$ cat src/rtl/vga_stream_gen.sv
// VGA timing and pixel stream source: free-running raster counters, a pixel request port
// into a 1-cycle-latency frame source, and a two-stage output pipeline with optional test pattern.
module vga_stream_gen #(
    parameter int WIDTH        = 640,
    parameter int HEIGHT       = 480,
    parameter int H_SYNC_CYC   = 96,
    parameter int H_SYNC_BACK  = 48,
    parameter int H_SYNC_FRONT = 16,
    parameter int V_SYNC_CYC   = 2,
    parameter int V_SYNC_BACK  = 33,
    parameter int V_SYNC_FRONT = 10
) (
    input  logic        VGA_CLK,
    input  logic        reset_n,
    input  logic        pattern_en,
    output logic        req_valid,
    output logic [12:0] req_x,
    output logic [12:0] req_y,
    input  logic [7:0]  src_R,
    input  logic [7:0]  src_G,
    input  logic [7:0]  src_B,
    output logic [7:0]  oVGA_R,
    output logic [7:0]  oVGA_G,
    output logic [7:0]  oVGA_B,
    output logic        oVGA_HS,
    output logic        oVGA_VS,
    output logic        oVGA_SYNC_N,
    output logic        oVGA_BLANK_N,
    output logic [15:0] frame_count,
    output logic        frame_start
);

    localparam int H_BLANK_I = H_SYNC_FRONT + H_SYNC_CYC + H_SYNC_BACK;
    localparam int V_BLANK_I = V_SYNC_FRONT + V_SYNC_CYC + V_SYNC_BACK;
    localparam int H_TOTAL_I = H_BLANK_I + WIDTH;
    localparam int V_TOTAL_I = V_BLANK_I + HEIGHT;

    localparam logic [12:0] H_BLANK  = 13'(H_BLANK_I);
    localparam logic [12:0] V_BLANK  = 13'(V_BLANK_I);
    localparam logic [12:0] H_LAST   = 13'(H_TOTAL_I - 1);
    localparam logic [12:0] V_LAST   = 13'(V_TOTAL_I - 1);
    localparam logic [12:0] HS_START = 13'(H_SYNC_FRONT);
    localparam logic [12:0] HS_END   = 13'(H_SYNC_FRONT + H_SYNC_CYC);
    localparam logic [12:0] VS_START = 13'(V_SYNC_FRONT);
    localparam logic [12:0] VS_END   = 13'(V_SYNC_FRONT + V_SYNC_CYC);

    // Stage 1 carries the timing of the pixel whose source data is arriving this cycle.
    typedef struct packed {
        logic       blank_n;
        logic       hs;
        logic       vs;
        logic       sof;
        logic       pat;
        logic [7:0] x;
        logic [7:0] y;
    } stage1_t;

    typedef struct packed {
        logic       blank_n;
        logic       hs;
        logic       vs;
        logic       frame_start;
        logic [7:0] r;
        logic [7:0] g;
        logic [7:0] b;
    } stage2_t;

    localparam stage1_t S1_IDLE = '{blank_n: 1'b0, hs: 1'b1, vs: 1'b1, sof: 1'b0,
                                    pat: 1'b0, x: 8'd0, y: 8'd0};
    localparam stage2_t S2_IDLE = '{blank_n: 1'b0, hs: 1'b1, vs: 1'b1, frame_start: 1'b0,
                                    r: 8'd0, g: 8'd0, b: 8'd0};

    logic [12:0] h_cnt_q, h_cnt_d;
    logic [12:0] v_cnt_q, v_cnt_d;
    stage1_t     s1_q, s1_d;
    stage2_t     s2_q, s2_d;
    logic [15:0] frame_count_q, frame_count_d;
    logic        started_q, started_d;
    logic [7:0]  pat_sum;

    always_comb begin
        req_valid = (h_cnt_q >= H_BLANK) && (v_cnt_q >= V_BLANK);
        req_x     = req_valid ? h_cnt_q - H_BLANK : 13'd0;
        req_y     = req_valid ? v_cnt_q - V_BLANK : 13'd0;
    end

    always_comb begin
        // NOTE: every signal gets a default before any branch so no path leaves it unassigned
        // and no latch is inferred.
        h_cnt_d       = h_cnt_q + 13'd1;
        v_cnt_d       = v_cnt_q;
        s1_d          = S1_IDLE;
        s2_d          = S2_IDLE;
        frame_count_d = frame_count_q;
        started_d     = started_q;
        pat_sum       = s1_q.x + s1_q.y;

        if (h_cnt_q == H_LAST) begin
            h_cnt_d = 13'd0;
            v_cnt_d = (v_cnt_q == V_LAST) ? 13'd0 : v_cnt_q + 13'd1;
        end

        s1_d.blank_n = req_valid;
        s1_d.hs      = !((h_cnt_q > HS_START) && (h_cnt_q <= HS_END));
        s1_d.vs      = !((v_cnt_q > VS_START) && (v_cnt_q <= VS_END));
        s1_d.sof     = (h_cnt_q == 13'd0) && (v_cnt_q == 13'd0);
        s1_d.pat     = pattern_en;
        s1_d.x       = req_x[7:0];
        s1_d.y       = req_y[7:0];

        s2_d.blank_n     = s1_q.blank_n;
        s2_d.hs          = s1_q.hs;
        s2_d.vs          = s1_q.vs;
        s2_d.frame_start = s1_q.sof;
        if (s1_q.blank_n) begin
            if (s1_q.pat) begin
                s2_d.r = s1_q.x;
                s2_d.g = s1_q.y;
                s2_d.b = pat_sum;
            end else begin
                s2_d.r = src_R;
                s2_d.g = src_G;
                s2_d.b = src_B;
            end
        end

        // The very first frame after reset is not a completed frame, so it is not counted.
        if (s1_q.sof) begin
            started_d = 1'b1;
            if (started_q) begin
                frame_count_d = frame_count_q + 16'd1;
            end
        end

        if (!reset_n) begin
            h_cnt_d       = 13'd0;
            v_cnt_d       = 13'd0;
            s1_d          = S1_IDLE;
            s2_d          = S2_IDLE;
            frame_count_d = 16'd0;
            started_d     = 1'b0;
        end
    end

    // NOTE: state registers use non-blocking assignments so every flop samples the
    // pre-edge values of the others, independent of statement order.
    always_ff @(posedge VGA_CLK) begin
        h_cnt_q       <= h_cnt_d;
        v_cnt_q       <= v_cnt_d;
        s1_q          <= s1_d;
        s2_q          <= s2_d;
        frame_count_q <= frame_count_d;
        started_q     <= started_d;
    end

    assign oVGA_R       = s2_q.r;
    assign oVGA_G       = s2_q.g;
    assign oVGA_B       = s2_q.b;
    assign oVGA_HS      = s2_q.hs;
    assign oVGA_VS      = s2_q.vs;
    assign oVGA_BLANK_N = s2_q.blank_n;
    assign oVGA_SYNC_N  = 1'b0;
    assign frame_start  = s2_q.frame_start;
    assign frame_count  = frame_count_q;

endmodule
$ cat config.mk
export PLATFORM = sky130hd
export DESIGN_NAME = vga_stream_gen
export DESIGN_NICKNAME = d
export VERILOG_FILES = /design/src/rtl/vga_stream_gen.sv
export SDC_FILE = /design/constraint.sdc
export NUM_CORES = 1
export LEC_CHECK = 0
export ABC_AREA = 1
export CAP_MARGIN = 20
export CORE_AREA = 8 8 82 139
export CTS_CLUSTER_DIAMETER = 120
export DETAILED_ROUTE_END_ITERATION = 7
export DIE_AREA = 0 0 90 147
export GPL_ROUTABILITY_DRIVEN = 0
export PLACE_DENSITY = 0.9
export SYNTH_ARGS = -nofsm -noshare
export SYNTH_HDL_FRONTEND = slang
export SYNTH_SLANG_ARGS = --single-unit
$ cat constraint.sdc
create_clock -name VGA_CLK -period 2.1 [get_ports VGA_CLK]
set_input_delay 0.42 -clock VGA_CLK [delete_from_list [all_inputs] [get_ports VGA_CLK]]
set_output_delay 0.42 -clock VGA_CLK [all_outputs]
set_load 0.02 [all_outputs]
Word level (Yosys, flattened, before mapping)
Cells that the tools add are included.
{"block": "word_totals", "regBits": 92, "input_bits": 27, "out_inout_bits": 72, "elab_cells": 48}
{"block": "op_classes", "add_sub_neg": 6, "magnitude_cmp": 6, "eq_ne": 2, "mux": 4, "n_bitwise": 1, "reduce_logical": 11}
{"cell": "$mux W13", "count": 3}
{"cell": "$add A13 B1 Y13 const B", "count": 2}
{"cell": "$eq A13 B10 Y1 const B", "count": 2}
{"cell": "$logic_not A13 Y1", "count": 2}
{"cell": "$mux W24", "count": 1}
{"cell": "$add A16 B1 Y16 const B", "count": 1}
{"cell": "$ge A13 B6 Y1 const B", "count": 1}
{"cell": "$ge A13 B8 Y1 const B", "count": 1}
{"cell": "$gt A13 B4 Y1 const B", "count": 1}
{"cell": "$gt A13 B5 Y1 const B", "count": 1}
{"cell": "$le A13 B4 Y1 const B", "count": 1}
{"cell": "$le A13 B7 Y1 const B", "count": 1}
{"cell": "$sub A13 B6 Y13 const B", "count": 1}
{"cell": "$sub A13 B8 Y13 const B", "count": 1}
{"cell": "$add A8 B8 Y8", "count": 1}
{"cell": "$logic_and A1 B1 Y1", "count": 4}
{"cell": "$reduce_and A2 Y1", "count": 2}
{"cell": "$logic_not A1 Y1", "count": 2}
{"cell": "$reduce_or A2 Y1", "count": 1}
{"cell": "$not A1 Y1", "count": 1}

Logic depth before layout (Yosys ltp)
Gate-level depths: netlist (run 1).
{"block": "depth", "depth_word": 3, "mapped_depth": 12, "depth_no_buf": 12}

Worst setup path after synthesis (run 1)
OpenSTA, ideal clock, no wires.
{"block": "synth_timing", "path_kind": "register to output", "startpoint": "reg h_cnt_q[5]", "endpoint": "out req_x[11]", "arrival_time_ns": 1.735, "slack_ns": -0.055, "path_stages_with_launch": 10, "path_buffers": 1, "cell_sequence": "dfxtp_1 > inv_1 > ha_1 > or2_4 > nand2_2 > nor2_2 > nand2_4 > nand2_4 > buf_6 > nor2_1"}
{"block": "synth_via", "elab_chain_len": 3, "elab_cells_between_ends": 4}
{"item": "start: declaration", "line": "73", "source": "logic [12:0] h_cnt_q, h_cnt_d;"}
{"item": "start signal: assignment", "line": "148", "source": "h_cnt_q <= h_cnt_d;"}
{"item": "$ge A13 B8 Y1", "line": "82", "source": "req_valid = (h_cnt_q >= H_BLANK) && (v_cnt_q >= V_BLANK);"}
{"item": "$logic_and A1 B1 Y1", "line": "82"}
{"item": "$mux W13 *", "line": "83", "source": "req_x = req_valid ? h_cnt_q - H_BLANK : 13'd0;"}
{"item": "end: declaration", "line": "17", "source": "output logic [12:0] req_x,"}
Every way passes the cells marked *; elsewhere a longest branch is shown, timed or not.

Worst setup path in the final report (run 1)
{"block": "layout_timing", "startpoint": "reg v_cnt_q[1]", "endpoint": "out req_y[9]"}
{"block": "layout_via", "elab_chain_len": 3, "elab_cells_between_ends": 4}
{"item": "start: declaration", "line": "74", "source": "logic [12:0] v_cnt_q, v_cnt_d;"}
{"item": "start signal: assignment", "line": "149", "source": "v_cnt_q <= v_cnt_d;"}
{"item": "$ge A13 B6 Y1", "line": "82"}
{"item": "$logic_and A1 B1 Y1", "line": "82"}
{"item": "$mux W13 *", "line": "84", "source": "req_y = req_valid ? v_cnt_q - V_BLANK : 13'd0;"}
{"item": "end: declaration", "line": "18", "source": "output logic [12:0] req_y,"}
Marks and branches as above.

==> impl_results.md, run 1 <==
* Status: finished with violations
* Failing checks: negative setup slack
* RSZ-0062 raised after global routing: true
* Post-Syn Area at 0.00482 mm²
* Place WS at -0.361 ns
* HP Class: reg2reg
* Post-synthesis sequential area ratio at 0.382
* Total core area at 0.00961 mm²
* Worst setup margin at -0.263 ns
* Vias at 5845
* Filler cells at 563
* Crit path largest cell delay at around 0.34 ns
* Xor/xnor share of the synthesized area at 0.0382
* Critical path capture point type: output port
* Largest net degree at the start of global routing at 31
* Tot GR Track Use at 0.274
* Detailed-route DRC error count at 0
* Syn_nets at 741
* Synthesized-area fraction occupied by adder cells at 0.0483
* CTS tree: done
* Gr ovfl total at 0
* Nets at 938
* Max-slew headroom at 0.648
* Setup Skew at approximately 0.007 ns
* Most used DFF post-synth: dfxtp_1
* Largest cells by area after synthesis: dfxtp_1, nand2_1, nor2_1, inv_1, nand3_1
* DRT iter0 DRCs at approximately 650
* Worst EP required at roughly 1.7 ns
* CP delay by family, top: simple AND/OR/NAND/NOR gates
* Synth warn at 0
* Period minus WS final at 2.36 ns
* Number of max-cap violations at 0
* Clock sink total at 92
* Slowest cell on crit path: dfxtp_2
* Static Leak at between 3 and 4 nW
* Initial antenna violation count at 0
* Complex-gate fraction of the synthesized area at 0.0740
* GRT met3 Usage at 0.0542
* Cts hold-fix bufs at 0
* GR Layer Usage met2 at 0.489
* Critical-path maximum fanout at 6
* Pre-antenna DRT Iters at 6
* Endpoints failing setup at 32
* CTS Root Cell: clkbuf_16
* Mapped Cells at 696
* Area delta synth->final at 54.9%
* Io pins at 99
* Clk Latency, worst-skew pair at 0.35 ns
* Die height at roughly 150 µm
* Multi-input gate area at 0.00294 mm²
* CTS H-tree lvls at 3
* Most common cell on crit path: nand2_1
* Die area at between 0.01 and 0.015 mm²
* FF/Latch Area at 0.00186 mm²
* Post-synth EDFFs at 0
* Fin. Hold Viols at 0
* Top cells by count, synth: nand2_1, nor2_1, dfxtp_1
* Post-DRT Antenna Nets at 0
* Detailed Route WL at slightly below 20000 µm
* First-pass GRT wire length at about 29000 µm
* Met1 Track Usage GR at 0.276
* CTS buffer count at 9
* Largest family of logic cells by synthesized area: simple AND/OR/NAND/NOR gates
* Starting Density at 0.502
* Pwr Density at 507 mW/mm²
* Mux contribution to synthesized area at 0
* Crit Path Category: reg2out
* Simple-Gate Fraction of Synth Area at 0.358
* Num rows at 48
* Layout cells sized above 1 at 0.286
* Via density at 5.71
* Ys async rst share at 0
* Die X at about 90 µm
* Port bufs at 97
* Drt wl/cell at approximately 19 µm
* Post-synth top area share at 0.382
* HPWL Detailed at 10900 µm
* Worst vdd ir at 0.523 mV
* Max Clk Rate at 0.423 GHz
* Pins over their slew limit at 0
* Setup TNS at -5.80 ns
* Worst Tran Pin Value at approximately 0.53 ns
* Startpoint Class: flop
* #FFs+latches synth at 92
* Synth area leader: dfxtp_1
* Final period util at 1.13
* Grt peak-use layer: met2
* Crit-path cells: buf_4 -> o21ai_4 -> nand3_1 -> nand2_2 -> nand2_1 -> nand2_1 -> nand2_1 -> nor2_4 -> buf_6
* Vias in the first global route at 5793
* CTS clock-pin slew for the worst setup and hold paths at 0.07 ns
* Most common cell in the netlist: nand2_1
* Crit path buf inv count at 2
* Post-synth cell types at 36
* Antenna diode count at 0
* Syn Area/Cell at 6.92 µm²
* Core utilization of the finished layout at 0.777
* CP Data Arrival Time at between 1.5 and 2 ns
* Clk buf depth at 2
[sequential cells by signal (all words and copies together) (netlist names)]
signal and cells:
oVGA_VS 1, oVGA_R 8, h_cnt_q 13, frame_count 16, oVGA_HS 1, started_q 1
frame_start 1, oVGA_BLANK_N 1, s1_q 21, oVGA_G 8, oVGA_B 8, v_cnt_q 13
[layout make-up]
| class | instances | area share |
|---|---|---|
| Clock buffer | 9 | 0.0302 |
| Clock inverter | 7 | 0.0141 |
| Inverter | 87 | 0.0441 |
| Multi-Input combinational cell | 498 | 0.394 |
| Sequential cell | 92 | 0.249 |
| Tap cell | 125 | 0.0210 |
| Timing Repair Buffer | 205 | 0.248 |
[power breakdown]
part / internal [mW] / switching, mW
logic: 0.0947 / 0.113
clock network: 1.06 / 0.748
registers: 1.75 / 0.0106
[final timing paths]
path / from / to / slack, ns / depth (start not counted)
worst max-delay path: v_cnt_q[1] / req_y[9] / -0.26 / 9
worst min-delay path: s1_q[18] / oVGA_VS / 0.43 / 1
worst max register to register: h_cnt_q[9] / v_cnt_q[0] / -0.06 / 10
worst min register to register: s1_q[18] / oVGA_VS / 0.43 / 1
[layout by cell type, fill, tap and decap left out, drive strengths merged]
master / synthesis / routed
nand2: 160 / 163
buf: 14 / 135
nor2: 133 / 133
dfxtp: 92 / 92
inv: 86 / 89
clkdlybuf4s50: 0 / 70
nand3: 51 / 51
a21oi: 41 / 41
o21ai: 28 / 28
xor2: 18 / 18
ha: 17 / 17
nand4: 14 / 14
nor3: 14 / 14
clkbuf: 8 / 9
nor3b: 4 / 4
or2: 4 / 4
xnor2: 3 / 3
nand3b: 2 / 2
nor4: 2 / 2
bufinv: 0 / 2
clkinv: 1 / 2
a21o: 1 / 1
and3: 1 / 1
fa: 1 / 1
conb: 1 / 1
clkinvlp: 0 / 1
[routing by layer]
metal | wire length (µm) | part of all wire
met4 | 1800 | 0.094
met1 | 6180 | 0.32
met2 | 9560 | 0.50
met5 | 0 | 0
met3 | 1700 | 0.088
[through the flow]
stage               hold slack, ns  area [µm²]  total power [mW]  std cells
floorplan                    0.393        4820              1.89        696
global placement             0.396        6460              1.99        984
detailed placement           0.407        6460              1.99        984
CTS                          0.423        7360              3.75       1020
global route                 0.460        7460              3.87       1023
finish                       0.432        7460              3.78       1023
[kinds of logic (layout without fill, tap and decap cells)]
group / Yosys count / in the layout
DFF: 92 / 92
AOI/OAI and AO/OA: 70 / 70
adders and majority gates: 18 / 18
xor gates and xnor gates: 21 / 21
and+or+nand+nor: 385 / 388
other: 1 / 1
buffers and inverters: 109 / 308
[timing repair]
item,CTS,global route
cloned,3,0
pin swaps,36,12
setup endpoints to repair,27,28
resized for setup,252,22
buffers inserted,17,3
[worst register-to-register path: stages, from the launching register on]
cell     delay [ns]
dfxtp_1        0.44
buf_4          0.19
nand2_1        0.10
inv_1          0.09
nand3_1        0.23
nor2_2         0.31
nand2_2        0.14
nand2_2        0.14
nand2_1        0.19
o21ai_1        0.17
inv_1          0.06
Power figures use the tool's default switching activity.
==> run 2, diff against run 1 <==
--- a/config.mk
+++ b/config.mk
@@ -7,12 +7,13 @@
 export LEC_CHECK = 0
 export ABC_AREA = 1
 export CAP_MARGIN = 20
-export CORE_AREA = 8 8 82 139
+export CORE_AREA = 8 8 88 148
+export CTS_BUF_LIST = sky130_fd_sc_hd__clkbuf_8 sky130_fd_sc_hd__clkbuf_16
 export CTS_CLUSTER_DIAMETER = 120
 export DETAILED_ROUTE_END_ITERATION = 7
-export DIE_AREA = 0 0 90 147
+export DIE_AREA = 0 0 96 156
 export GPL_ROUTABILITY_DRIVEN = 0
-export PLACE_DENSITY = 0.9
+export PLACE_DENSITY = 0.81
 export SYNTH_ARGS = -nofsm -noshare
 export SYNTH_HDL_FRONTEND = slang
 export SYNTH_SLANG_ARGS = --single-unit
==> impl_results.md, run 2 (same netlist as run 1, synthesis figures left out) <==
* Status: finished with violations
* Failing checks: negative setup slack
* Worst Tran Pin Value at 0.491 ns (-0.0355 ns)
* Area delta synth->final at 52.1%
* Clock sink total at 92 (unchanged)
* Hold WS at 0.424 ns (-0.00828 ns)
* Io pins at 99 (unchanged)
* Num rows at 51 (+6.3%)
* HP Class: reg2reg
* Vias at 5224 (-11%)
* Antenna diode count at 0 (unchanged)
* CP Data Arrival Time at 1.83 ns (-0.11 ns)
* Die area at 0.0150 mm² (+13%)
* Worst EP required at 1.68 ns (about the same)
* CTS H-tree lvls at 3 (unchanged)
* HPWL Detailed at 10900 µm (+0.27%)
* Endpoints failing setup at 27 (-16%)
* Vias in the first global route at 5112 (-12%)
* Inst Count DP at 988 (+0.41%)
* Drt wl/cell at 15.4 µm (-18%)
* Static Leak at 3.33 nW (-2.0%)
* Filler cells at 869 (+54%)
* Design area at 0.00733 mm² (-1.8%)
* Pre-antenna DRT Iters at 4 (-2)
* Layout cells sized above 1 at 0.271 (-0.0156)
* Startpoint Class: flop
* Commonest non-fill, non-tap cell in the layout: nand2_1
* First-pass GRT wire length at 23900 µm (-18%)
* Initial antenna violation count at 0 (unchanged)
* Number of max-cap violations at 0 (unchanged)
* Critical path capture point type: output port
* Largest reg by FF count: s1_q
* Port bufs at 97 (unchanged)
* Post-place instance area at 0.00645 mm² (-0.21%)
* CP delay by family, top: simple AND/OR/NAND/NOR gates
* CTS buffer count at 9 (unchanged)
* Crit-path cells: nor2_1 -> nand2_1 -> nor2_2 -> nand3_2 -> nand3_4 -> buf_12 -> nand2_8 -> nor2_4 -> buf_6
* Tot GR Track Use at 0.204 (-0.0698)
* CTS Root Cell: clkbuf_16
* Starting Density at 0.437 (-0.0650)
* Detailed Route WL at 15700 µm (-18%)
* Clk buf depth at 2 (unchanged)
* Non-Filler Instances at 1019 (-0.39%)
* Crit path largest cell delay at 0.35 ns (about the same)
* Worst setup margin at -0.152 ns (+0.111 ns)
* Total core area at 0.0110 mm² (+15%)
* Crit path buf inv count at 2 (unchanged)
* Largest net degree at the start of global routing at 31 (unchanged)
* CTS clock-pin slew for the worst setup and hold paths at 0.07 ns (about the same)
* Clk Latency, worst-skew pair at 0.34 ns (about the same)
* Gr ovfl total at 0 (unchanged)
* Via density at 5.13 (-10%)
* Max Clk Rate at 0.444 GHz (+4.9%)
* RSZ-0062 raised after global routing: true
* Pwr Density at 487 mW/mm² (-3.9%)
* DRT iter0 DRCs at 277 (-57%)
* Setup Skew at 0.0116 ns (+0.00455 ns)
* Pins over their slew limit at 0 (unchanged)
* Die height at 156 µm (+6.1%)
* Crit Path Category: reg2out
* Most frequent cells in the layout: nand2_1, buf_4, nor2_1
* Die X at 96 µm (+6.7%)
* Fin. Hold Viols at 0 (unchanged)
* CTS tree: done
* Critical-path maximum fanout at 7 (+1)
* Max-slew headroom at 0.671 (+0.0225)
* Worst vdd ir at 0.649 mV (+24%)
* Place WS at -0.342 ns (+0.0196 ns)
* Largest register FFs at 21 (unchanged)
* Core utilization of the finished layout at 0.664 (-0.113)
* Detailed-route DRC error count at 0 (unchanged)
* Post-DRT Antenna Nets at 0 (unchanged)
* Period minus WS final at 2.25 ns (-0.111 ns)
* Final period util at 1.07 (-0.0527)
* Nets at 927 (-1.2%)
* Slowest cell on crit path: dfxtp_1
==> run 2: cell count changes in the layout (fill, tap and decap cells not counted), sizes merged <==
cell    change
bufinv      -2
clkinv      -1
buf        -11
inv         +3
==> run 2: metal layers <==
metal	vias up	global-route usage	wire (µm)
li1	2562	-	-
met1	2400	0.195	5340
met2	208	0.383	8760
met3	54	0.0313	859
met4	0	0.124	750
met5	-	0	0
==> run 2: final cells by class <==
cell class | count | area [µm²] | area share
multi-input cells | 498 | 2930 | 0.400
flip-flops and latches | 92 | 1850 | 0.253
repair buffers | 194 | 1770 | 0.241
inverters | 87 | 327 | 0.0446
clock buffers | 9 | 225 | 0.0307
well taps | 132 | 165 | 0.0225
clock inverters | 7 | 62.6 | 0.00854
==> run 2: repair_timing <==
item	CTS	global route
pin swaps	18	11
resized for setup	213	45
hold buffers	0	0
gates cloned	2	1
setup endpoints to repair	27	27
setup buffers	7	5
==> run 2: final timing paths <==
kind,slack [ns],depth (start not counted),endpoint,from
worst min register to register,0.42,1,oVGA_VS,s1_q[18]
worst min-delay path,0.42,1,oVGA_VS,s1_q[18]
worst max register to register,0.13,12,v_cnt_q[4],h_cnt_q[1]
worst max-delay path,-0.15,9,req_x[11],v_cnt_q[6]
==> run 2: metrics by stage <==
step	total power [mW]	setup TNS, ns
2_1_floorplan	1.89	-1.04
3_3_place_gp	1.99	-6.69
3_5_place_dp	1.99	-7.76
4_1_cts	3.57	-2.88
5_1_grt	3.68	-5.27
6_report	3.57	-3.17
==> run 2: power breakdown <==
| part | internal [mW] | leakage [nW] | switching [mW] |
|---|---|---|---|
| Clock | 0.834 | 0.140 | 0.773 |
| Sequential | 1.76 | 0.747 | 0.0105 |
| Combinational | 0.0955 | 2.44 | 0.0989 |
==> run 3, diff against run 2 <==
--- a/config.mk
+++ b/config.mk
@@ -7,11 +7,12 @@
 export LEC_CHECK = 0
 export ABC_AREA = 1
 export CAP_MARGIN = 20
-export CORE_AREA = 8 8 88 148
+export CORE_AREA = 8 8 113 115
 export CTS_BUF_LIST = sky130_fd_sc_hd__clkbuf_8 sky130_fd_sc_hd__clkbuf_16
 export CTS_CLUSTER_DIAMETER = 120
+export CTS_CLUSTER_SIZE = 12
 export DETAILED_ROUTE_END_ITERATION = 7
-export DIE_AREA = 0 0 96 156
+export DIE_AREA = 0 0 121 123
 export GPL_ROUTABILITY_DRIVEN = 0
 export PLACE_DENSITY = 0.81
 export SYNTH_ARGS = -nofsm -noshare
==> impl_results.md, run 3 (same netlist as run 1, synthesis figures left out) <==
* Status: finished with violations
* Failing checks: negative setup slack
* Setup TNS at -5.18 ns (-2.01 ns)
* Pre-antenna DRT Iters at 5 (+1)
* Drt wl/cell at 15.0 µm (-2.9%)
* Io pins at 99 (unchanged)
* Wire length on met1 at 6100 µm (+14%)
* Metal3 WL at 1040 µm (+21%)
* Worst Tran Pin Value at 0.502 ns (+0.0110 ns)
* CP Data Arrival Time at 1.93 ns (+0.10 ns)
* Cts hold-fix bufs at 0 (unchanged)
* Critical-path maximum fanout at 7 (unchanged)
* Initial antenna violation count at 0 (unchanged)
* Design area at 0.00715 mm² (-2.4%)
* Detailed Route WL at 15400 µm (-2.3%)
* Vias in the first global route at 4895 (-4.2%)
* HP Class: reg2reg
* Clk Latency, worst-skew pair at 0.34 ns (about the same)
* DRT iter0 DRCs at 479 (+73%)
* Clock sink total at 92 (unchanged)
* Largest net degree at the start of global routing at 31 (unchanged)
* Post-DRT Antenna Nets at 0 (unchanged)
* CTS H-tree lvls at 3 (unchanged)
* Max Clk Rate at 0.425 GHz (-4.3%)
* CTS buffer count at 9 (unchanged)
* Clock network power share at 0.444 (-0.006)
* Gr ovfl total at 0 (unchanged)
* Largest register FFs at 21 (unchanged)
* Detailed-route DRC error count at 0 (unchanged)
* Commonest non-fill, non-tap cell in the layout: nand2_1
* Area delta synth->final at 48.4%
* Worst vdd ir at 0.317 mV (-51%)
* Die height at 123 µm (-21%)
* Worst EP required at 1.68 ns (about the same)
* Die X at 121 µm (+26%)
* Internal at 2.70 mW (+0.40%)
* Most frequent cells in the layout: nand2_1, buf_4, nor2_1
* Total core area at 0.0111 mm² (+0.34%)
* Worst setup margin at -0.254 ns (-0.101 ns)
* Max Used Layer: met4
* HPWL Detailed at 10600 µm (-3.0%)
* Crit path largest cell delay at 0.53 ns (+0.18 ns)
* CTS Root Cell: clkbuf_16
* Net Sw Power at 831 µW (-5.8%)
* Crit path buf inv count at 2 (unchanged)
* Layout cells sized above 1 at 0.252 (-0.0189)
* Nets at 922 (-0.54%)
* CP delay by family, top: simple AND/OR/NAND/NOR gates
* Number of max-cap violations at 0 (unchanged)
* RSZ-0062 raised after global routing: true
* Endpoints failing setup at 27 (unchanged)
* Max-slew headroom at 0.663 (-0.00735)
* Antenna diode count at 0 (unchanged)
* Final period util at 1.12 (+0.0483)
* Via density at 5.04 (-1.8%)
* Period minus WS final at 2.35 ns (+0.101 ns)
* Setup Skew at 0.00453 ns (-0.00710 ns)
* Pwr Density at 493 mW/mm² (+1.3%)
* Starting Density at 0.435 (-0.00148)
* Startpoint Class: flop
* First-pass GRT wire length at 23300 µm (-2.9%)
* Static Leak at 3.29 nW (-1.1%)
* Crit-path cells: inv_1 -> nand2_2 -> nand2_2 -> nand3_4 -> nand2_8 -> nor2_1 -> buf_4
* Most common cell on crit path: nand2_2
* Crit Path Category: reg2out
* Largest reg by FF count: s1_q
* Tot GR Track Use at 0.193 (-0.0104)
* Share of total power in combinational logic at 0.055 (about the same)
* Critical path capture point type: output port
* CTS clock-pin slew for the worst setup and hold paths at 0.07 ns (about the same)
* Vias at 5161 (-1.2%)
* Routed wl met2 at 7530 µm (-14%)
* Fin. Hold Viols at 0 (unchanged)
* Slowest cell on crit path: dfxtp_1
* Die area at 0.0149 mm² (-0.62%)
* Port bufs at 97 (unchanged)
* CTS tree: done
* Post-place instance area at 0.00651 mm² (+0.99%)
* Num rows at 39 (-24%)
* Clk buf depth at 2 (unchanged)
* Pins over their slew limit at 0 (unchanged)
* Sequential power share at 0.501 (+0.006)
* Sw Share at 0.236 (-0.0116)
[run 3: changes by cell type in the layout (fill, tap and decap cells not counted), sizes merged]
cell,change
clkinv,+2
buf,-5
inv,-5
clkbuf,+1
clkinvlp,+2
[run 3: area by class of cell]
class	count	area [µm²]
Inverter	87	327
Sequential cell	92	1850
Tap cell	143	179
Clock inverter	6	48.8
Fill cell	885	3920
Clock buffer	10	239
Multi-Input combinational cell	498	2830
Timing Repair Buffer	189	1690
[run 3: per-layer routing]
layer  up-vias  global-route usage
li1       2559                   -
met1      2356               0.210
met2       189               0.345
met3        57              0.0365
met4         0               0.116
met5         -                   0
[run 3: final timing paths]
| path | start | end | slack [ns] | depth (start not counted) |
|---|---|---|---|---|
| max reg2reg | h_cnt_q[0] | v_cnt_q[2] | 0.21 | 11 |
| min reg2reg | s1_q[18] | oVGA_VS | 0.41 | 1 |
| min | s1_q[18] | oVGA_VS | 0.41 | 1 |
| max | v_cnt_q[4] | req_x[7] | -0.25 | 7 |
[run 3: what timing repair did]
action                                  CTS  global route
endpoints found under the setup margin   27            32
resized for setup                       193            37
setup buffers                             1             1
cloned                                    2             1
endpoints found under the hold margin     0             0
pin swaps                                10            12
[run 3: per-stage QoR]
stage	hold slack (ns)	worst slack [ns]	power (mW)	utilization	std cells
floorplan	0.393	-0.0547	1.89	-	696
global placement	0.402	-0.270	1.99	0.588	1004
detailed placement	0.407	-0.315	1.99	0.588	1004
CTS	0.413	-0.102	3.52	0.632	1023
global route	0.426	-0.329	3.62	0.646	1025
finish	0.413	-0.254	3.53	0.646	1025
[run 3: power groups by stage]
stage          sequential (mW)  clock, mW  combinational, mW
2_1_floorplan             1.81          0             0.0795
3_3_place_gp              1.81          0              0.183
3_5_place_dp              1.81          0              0.185
4_1_cts                   1.77       1.57              0.187
5_1_grt                   1.77       1.64              0.212
6_report                  1.77       1.57              0.195
==> edit 1, RTL diff (settings of run 2) <==
Add an input register stage for `pattern_en`, `src_R`, `src_G` and `src_B`; this delays them by one clock.
--- a/src/rtl/vga_stream_gen.sv
+++ b/src/rtl/vga_stream_gen.sv
@@ -70,6 +70,18 @@
     localparam stage2_t S2_IDLE = '{blank_n: 1'b0, hs: 1'b1, vs: 1'b1, frame_start: 1'b0,
                                     r: 8'd0, g: 8'd0, b: 8'd0};
 
+    logic pattern_en_q;
+    logic [7:0] src_R_q;
+    logic [7:0] src_G_q;
+    logic [7:0] src_B_q;
+
+    always_ff @(posedge VGA_CLK) begin
+        pattern_en_q <= pattern_en;
+        src_R_q      <= src_R;
+        src_G_q      <= src_G;
+        src_B_q      <= src_B;
+    end
+
     logic [12:0] h_cnt_q, h_cnt_d;
     logic [12:0] v_cnt_q, v_cnt_d;
     stage1_t     s1_q, s1_d;
@@ -104,7 +116,7 @@
         s1_d.hs      = !((h_cnt_q > HS_START) && (h_cnt_q <= HS_END));
         s1_d.vs      = !((v_cnt_q > VS_START) && (v_cnt_q <= VS_END));
         s1_d.sof     = (h_cnt_q == 13'd0) && (v_cnt_q == 13'd0);
-        s1_d.pat     = pattern_en;
+        s1_d.pat     = pattern_en_q;
         s1_d.x       = req_x[7:0];
         s1_d.y       = req_y[7:0];
 
@@ -118,9 +130,9 @@
                 s2_d.g = s1_q.y;
                 s2_d.b = pat_sum;
             end else begin
-                s2_d.r = src_R;
-                s2_d.g = src_G;
-                s2_d.b = src_B;
+                s2_d.r = src_R_q;
+                s2_d.g = src_G_q;
+                s2_d.b = src_B_q;
             end
         end
 
Function: same outputs for any inputs over 10 cycles, from zero or initial values and one cycle with reset_n low; that may be too few to reach the edited logic, so the function may still have changed.
==> edit 1 against run 2 <==
The flow still finishes with violations (setup timing); design area up 11%; routed wire length up 23%; worst hold slack better by 0.015 ns; worst setup slack worse by 0.065 ns; critical path depth down 2; power up 54%; global-route usage up 3.3 points; first-iteration DRC count up 86%; synthesized area up 8.6%; sequential share of layout area up 3.8 points; sequential cell count up 25; synthesized cell count up 2.2%; critical path type unchanged; largest power group is now the clock network; highest routed layer unchanged.
==> edit 1: results (changes against run 2) <==
stage;metric;value;unit;change
run_status;status;complete, but fails checks;;unchanged
run_status;violations;setup timing;;unchanged
yosys;synth.distinct_cells;39;;was 36
yosys;synthTopCellsByArea;dfxtp_1 (45%), nand2_1 (12%), nor2_1 (7.9%);;was dfxtp_1 (38%), nand2_1 (12%), nor2_1 (8.8%)
setup_path;arrival;1.90;ns;was 1.83 ns
setup_path;crit-reg2reg-launch;h_cnt_q[0];;was h_cnt_q[1]
global_route;gr-total-overflow;0;;unchanged
finish;largest-register;s1_q;;unchanged
detailed_routing;drt_iter0_drc;516;;was 277
clock_network;insertion_delay;0.41;ns;was 0.34 ns
clock_network;clkTransAtPathRegs;0.06;ns;
global_route;grt_usage;0.2371;;was 0.2037
yosys;synth_top_cells_by_count;nand2_1 (164), dfxtp_1 (117), nor2_1 (110), inv_1 (84), nand3_1 (39);;was nand2_1 (154), nor2_1 (113), dfxtp_1 (92), inv_1 (82), nand3_1 (48)
setup_path;cp_max_fo;7;;unchanged
placement;dp_hpwl;11730;microns;was 10900 microns
power;ir_worst_vdd;0.7641;mV;was 0.6490 mV
setup_path;max_stage_delay;0.33;ns;was 0.35 ns
timing;timing.final.ws_setup;-0.2172;ns;was -0.1524 ns
global_route;grt_max_degree;33;;was 31
placement;io_buffer_count;97;;unchanged
clock_network;cts_root_buffer;clkbuf_16;;unchanged
setup_path;rrSetupSlack;0.12;ns;
detailed_routing;wl_per_cell;18.26;microns;was 15.42 microns
timing;tightest_slew;0.5182;ns;was 0.4909 ns
finish;insertedDiodeCount;0;;unchanged
finish;drive_above_1_share;0.2829;;was 0.2706
finish;largest_register_ffs;21;;unchanged
hold_path;hold_path_class;reg2reg;;unchanged
finish;nets;959;;was 927
yosys;ys_warn_count;0;;unchanged
clock_network;cts.path.max_buffers;2;;unchanged
timing;finalSetupViolCount;27;;unchanged
clock_network;numCtsBuffers;17;;was 9
timing;holdWs;0.4385;ns;was 0.4238 ns
timing;fin_skew;0.008633;ns;was 0.01163 ns
power;p_leak;3.699;nW;was 3.331 nW
global_route;grt_pass1_wl;27260;microns;was 23950 microns
yosys;synth_seq_area_share;0.4475;;was 0.3821
yosys;async_flop_share;0;;unchanged
yosys;syn_nets;756;;was 741
hold_path;min_from;pattern_en_q;;was s1_q[18]
hold_path;min_delay_path_depth;2;;was 1
setup_path;r2r_cells;9;;was 12
setup_path;critPathTopFamily;simple AND/OR/NAND/NOR gates;;unchanged
detailed_routing;via_per_inst;5.584;;was 5.127
clock_network;cts_max_level;4;;was 3
setup_path;regToRegEndpoint;v_cnt_q[9];;was v_cnt_q[4]
placement;pre_cts_ws;-0.2753;ns;was -0.3417 ns
detailed_routing;drt-pass1-iter-count;6;;was 4
hold_path;min_to;s1_q[16];;was oVGA_VS
setup_path;crit_slowest_cell;dfxtp_1;;unchanged
global_route;grt_pass1_vias;5658;;was 5112
global_route;antenna_found_initial;0;;unchanged
## edit 1: cell count changes after synthesis, sizes merged, moves of 3 or more
cell,run 2,this run
dfxtp,92,117
nand2,160,172
nor2,133,121
nand3,51,40
nor3,14,18
o21ai,28,24
a21oi,41,38
a31oi,0,3
buf,14,11
inv,86,89
## edit 1: how the worst max path moves through the flow
stage / from / cells past startpoint / to
after floorplan: h_cnt_q[5] / 8 / req_x[11]
after global placement: v_cnt_q[0] / 10 / req_y[12]
after detailed placement: v_cnt_q[0] / 9 / req_y[12]
after CTS: v_cnt_q[0] / 9 / req_y[12]
after global routing: h_cnt_q[2] / 7 / req_y[9]
final: h_cnt_q[3] / 7 / req_x[4]
## edit 1: power breakdown
group	switching (mW)	total, mW	internal, mW
combinational	0.110	0.206	0.0954
sequential	0.0176	2.28	2.26
clock	0.999	3.02	2.02
## edit 1: tightest hold or removal path: stages, from the launching register on
cell     delay [ns]
dfxtp_1        0.29
nand2_1        0.05
inv_1          0.04
## edit 1: logic make-up (layout without fill, tap and decap cells)
family / count (synthesis) / count (layout) / synth area share
AO/OA/AOI/OAI: 72 / 72 / 0.07531
XOR/XNOR: 21 / 21 / 0.03514
adder cells (fa/ha/maj): 18 / 18 / 0.04447
buffers and inverters: 108 / 320 / 0.08606
flip-flops: 117 / 117 / 0.4475
other: 1 / 1 / 0.0007165
AND/OR/NAND/NOR: 374 / 377 / 0.3108
## edit 1: area by class of cell
class,instances,area (sq um)
Sequential cell,117,2356
Tap cell,132,165.2
Timing Repair Buffer,200,1765
Fill cell,760,2934
Inverter,89,344.1
Multi-Input combinational cell,489,2860
Clock inverter,12,161.4
Clock buffer,19,452.9
## edit 1: repair_timing
| item | 4_1_cts | 5_1_grt |
|---|---|---|
| resized for setup | 196 | 73 |
| endpoints found under the setup margin | 27 | 27 |
| pin swaps | 17 | 23 |
| cloned | 3 | 0 |
| buffers inserted | 6 | 8 |
## edit 1: per-stage QoR
| stage | TNS, ns | cells | utilization | area, sq um |
|---|---|---|---|---|
| 2_1_floorplan | 0 | 711 | - | 5234 |
| 3_3_place_gp | -5.554 | 1010 | 0.6270 | 6922 |
| 3_5_place_dp | -5.843 | 1010 | 0.6270 | 6922 |
| 4_1_cts | -2.415 | 1050 | 0.7042 | 7774 |
| 5_1_grt | -7.386 | 1058 | 0.7342 | 8105 |
| 6_report | -4.846 | 1058 | 0.7342 | 8105 |
## edit 1: per-layer routing
metal  vias up  GRT usage  share of wire
li1       2658          -              -
met1      2701     0.2106           0.33
met2       375     0.4265           0.51
met3       174    0.06217          0.072
met4         0     0.1901          0.085
met5         -          0              0
==> edit 2, RTL diff (config.mk and constraints of run 2) <==
Without the edit above. Set the parameter `WIDTH` to 480 (it was 640).
--- a/src/rtl/vga_stream_gen.sv
+++ b/src/rtl/vga_stream_gen.sv
@@ -1,7 +1,7 @@
 // VGA timing and pixel stream source: free-running raster counters, a pixel request port
 // into a 1-cycle-latency frame source, and a two-stage output pipeline with optional test pattern.
 module vga_stream_gen #(
-    parameter int WIDTH        = 640,
+    parameter int WIDTH        = 480,
     parameter int HEIGHT       = 480,
     parameter int H_SYNC_CYC   = 96,
     parameter int H_SYNC_BACK  = 48,
Formal check against the unedited RTL: no difference found for any inputs over 10 cycles, from zero or initial values and one cycle with reset_n low; that may be too few to reach the edited logic, so the function may still have changed.
==> edit 2 against run 2 <==
The run still ends with setup timing left; design area down 0.84%; worst setup slack lost 0.037 ns; critical path depth up 2; sequential power barely moved; routed wire length increased by 8.9%; power grew 1.6%; fmax shrank 1.6%; sequential cell count stayed put; synthesized area down 2.0%; largest power group unchanged; count of clock-buffer cells in the layout rose by 1; register-to-register slack better by 0.02 ns; final cell count is 1.7% lower; die area unchanged; critical endpoint is now req_x[8]; highest routed layer unchanged.
==> edit 2: results (changes against run 2) <==
stage;metric;value;unit;change
finish;n_all_inverters;82;;was 87
setup_path;crit_end;req_x[8];;was req_x[11]
yosys;synth_top_cells_by_count;nand2_1 (159), nor2_1 (129), dfxtp_1 (92), inv_1 (78), a21oi_1 (43);;was nand2_1 (154), nor2_1 (113), dfxtp_1 (92), inv_1 (82), nand3_1 (48)
power;p_leak;3.288;nW;was 3.331 nW
setup_path;regToRegEndpoint;v_cnt_q[0];;was v_cnt_q[4]
yosys;synth_seq_area_share;0.3900;;was 0.3821
detailed_routing;wl_per_cell;17.08;microns;was 15.42 microns
run_status;status;complete, but fails checks;;unchanged
timing;finalSetupViolCount;27;;unchanged
timing;timing.final.ws_setup;-0.1891;ns;was -0.1524 ns
run_status;violations;setup timing;;unchanged
yosys;yosys.area_share.xor_xnor;0.04452;;was 0.03816
power;clkPwrFrac;0.459;;was 0.450
finish;drive_above_1_share;0.2621;;was 0.2706
detailed_routing;via_count;5386;;was 5224
finish;clkbuf_count;10;;was 9
finish;ff_latch_area;1853;sq um;was 1852 sq um
yosys;synth_compound_area_frac;0.07790;;was 0.07399
yosys;synth_fa_ha_area_frac;0.04928;;was 0.04829
finish;buf_share;0.2376;;was 0.2411
setup_path;r2r_cells;11;;was 12
setup_path;rrSetupSlack;0.15;ns;was 0.13 ns
timing;fin_setup_tns;-4.365;ns;was -3.170 ns
yosys;syn_nets;731;;was 741
setup_path;crit_slowest_cell;dfxtp_2;;was dfxtp_1
yosys;synthTopCellsByArea;dfxtp_1 (39%), nand2_1 (13%), nor2_1 (10%);;was dfxtp_1 (38%), nand2_1 (12%), nor2_1 (8.8%)
[edit 2: worst reg2reg max path, delay by kind of cell (launching register included)]
family / cells / cell delay, ns
buf+inv: 4 / 0.39
compound gates: 1 / 0.12
fa+ha+maj: 1 / 0.25
flops: 1 / 0.33
simple gates: 5 / 0.75
[edit 2: timing repair]
item / 4_1_cts / 5_1_grt
endpoints found under the setup margin: 27 / 27
cloned: 3 / 0
setup buffers: 4 / 7
resized for setup: 242 / 49
pin swaps: 23 / 13
[edit 2: metrics by stage]
step	hold slack, ns	std cells	power, mW	setup slack (ns)
after CTS	0.4265	995	3.629	-0.08235
after global placement	0.3989	972	1.978	-0.3612
after detailed placement	0.4116	972	1.982	-0.3833
after global routing	0.4455	1002	3.714	-0.2306
after floorplan	0.3925	686	1.887	0.02220
final	0.4366	1002	3.625	-0.1891
[edit 2: routing by layer]
layer	share of wire	track usage
met5	0	0
met4	0.069	0.1363
met3	0.069	0.04337
met2	0.53	0.3988
met1	0.33	0.2150
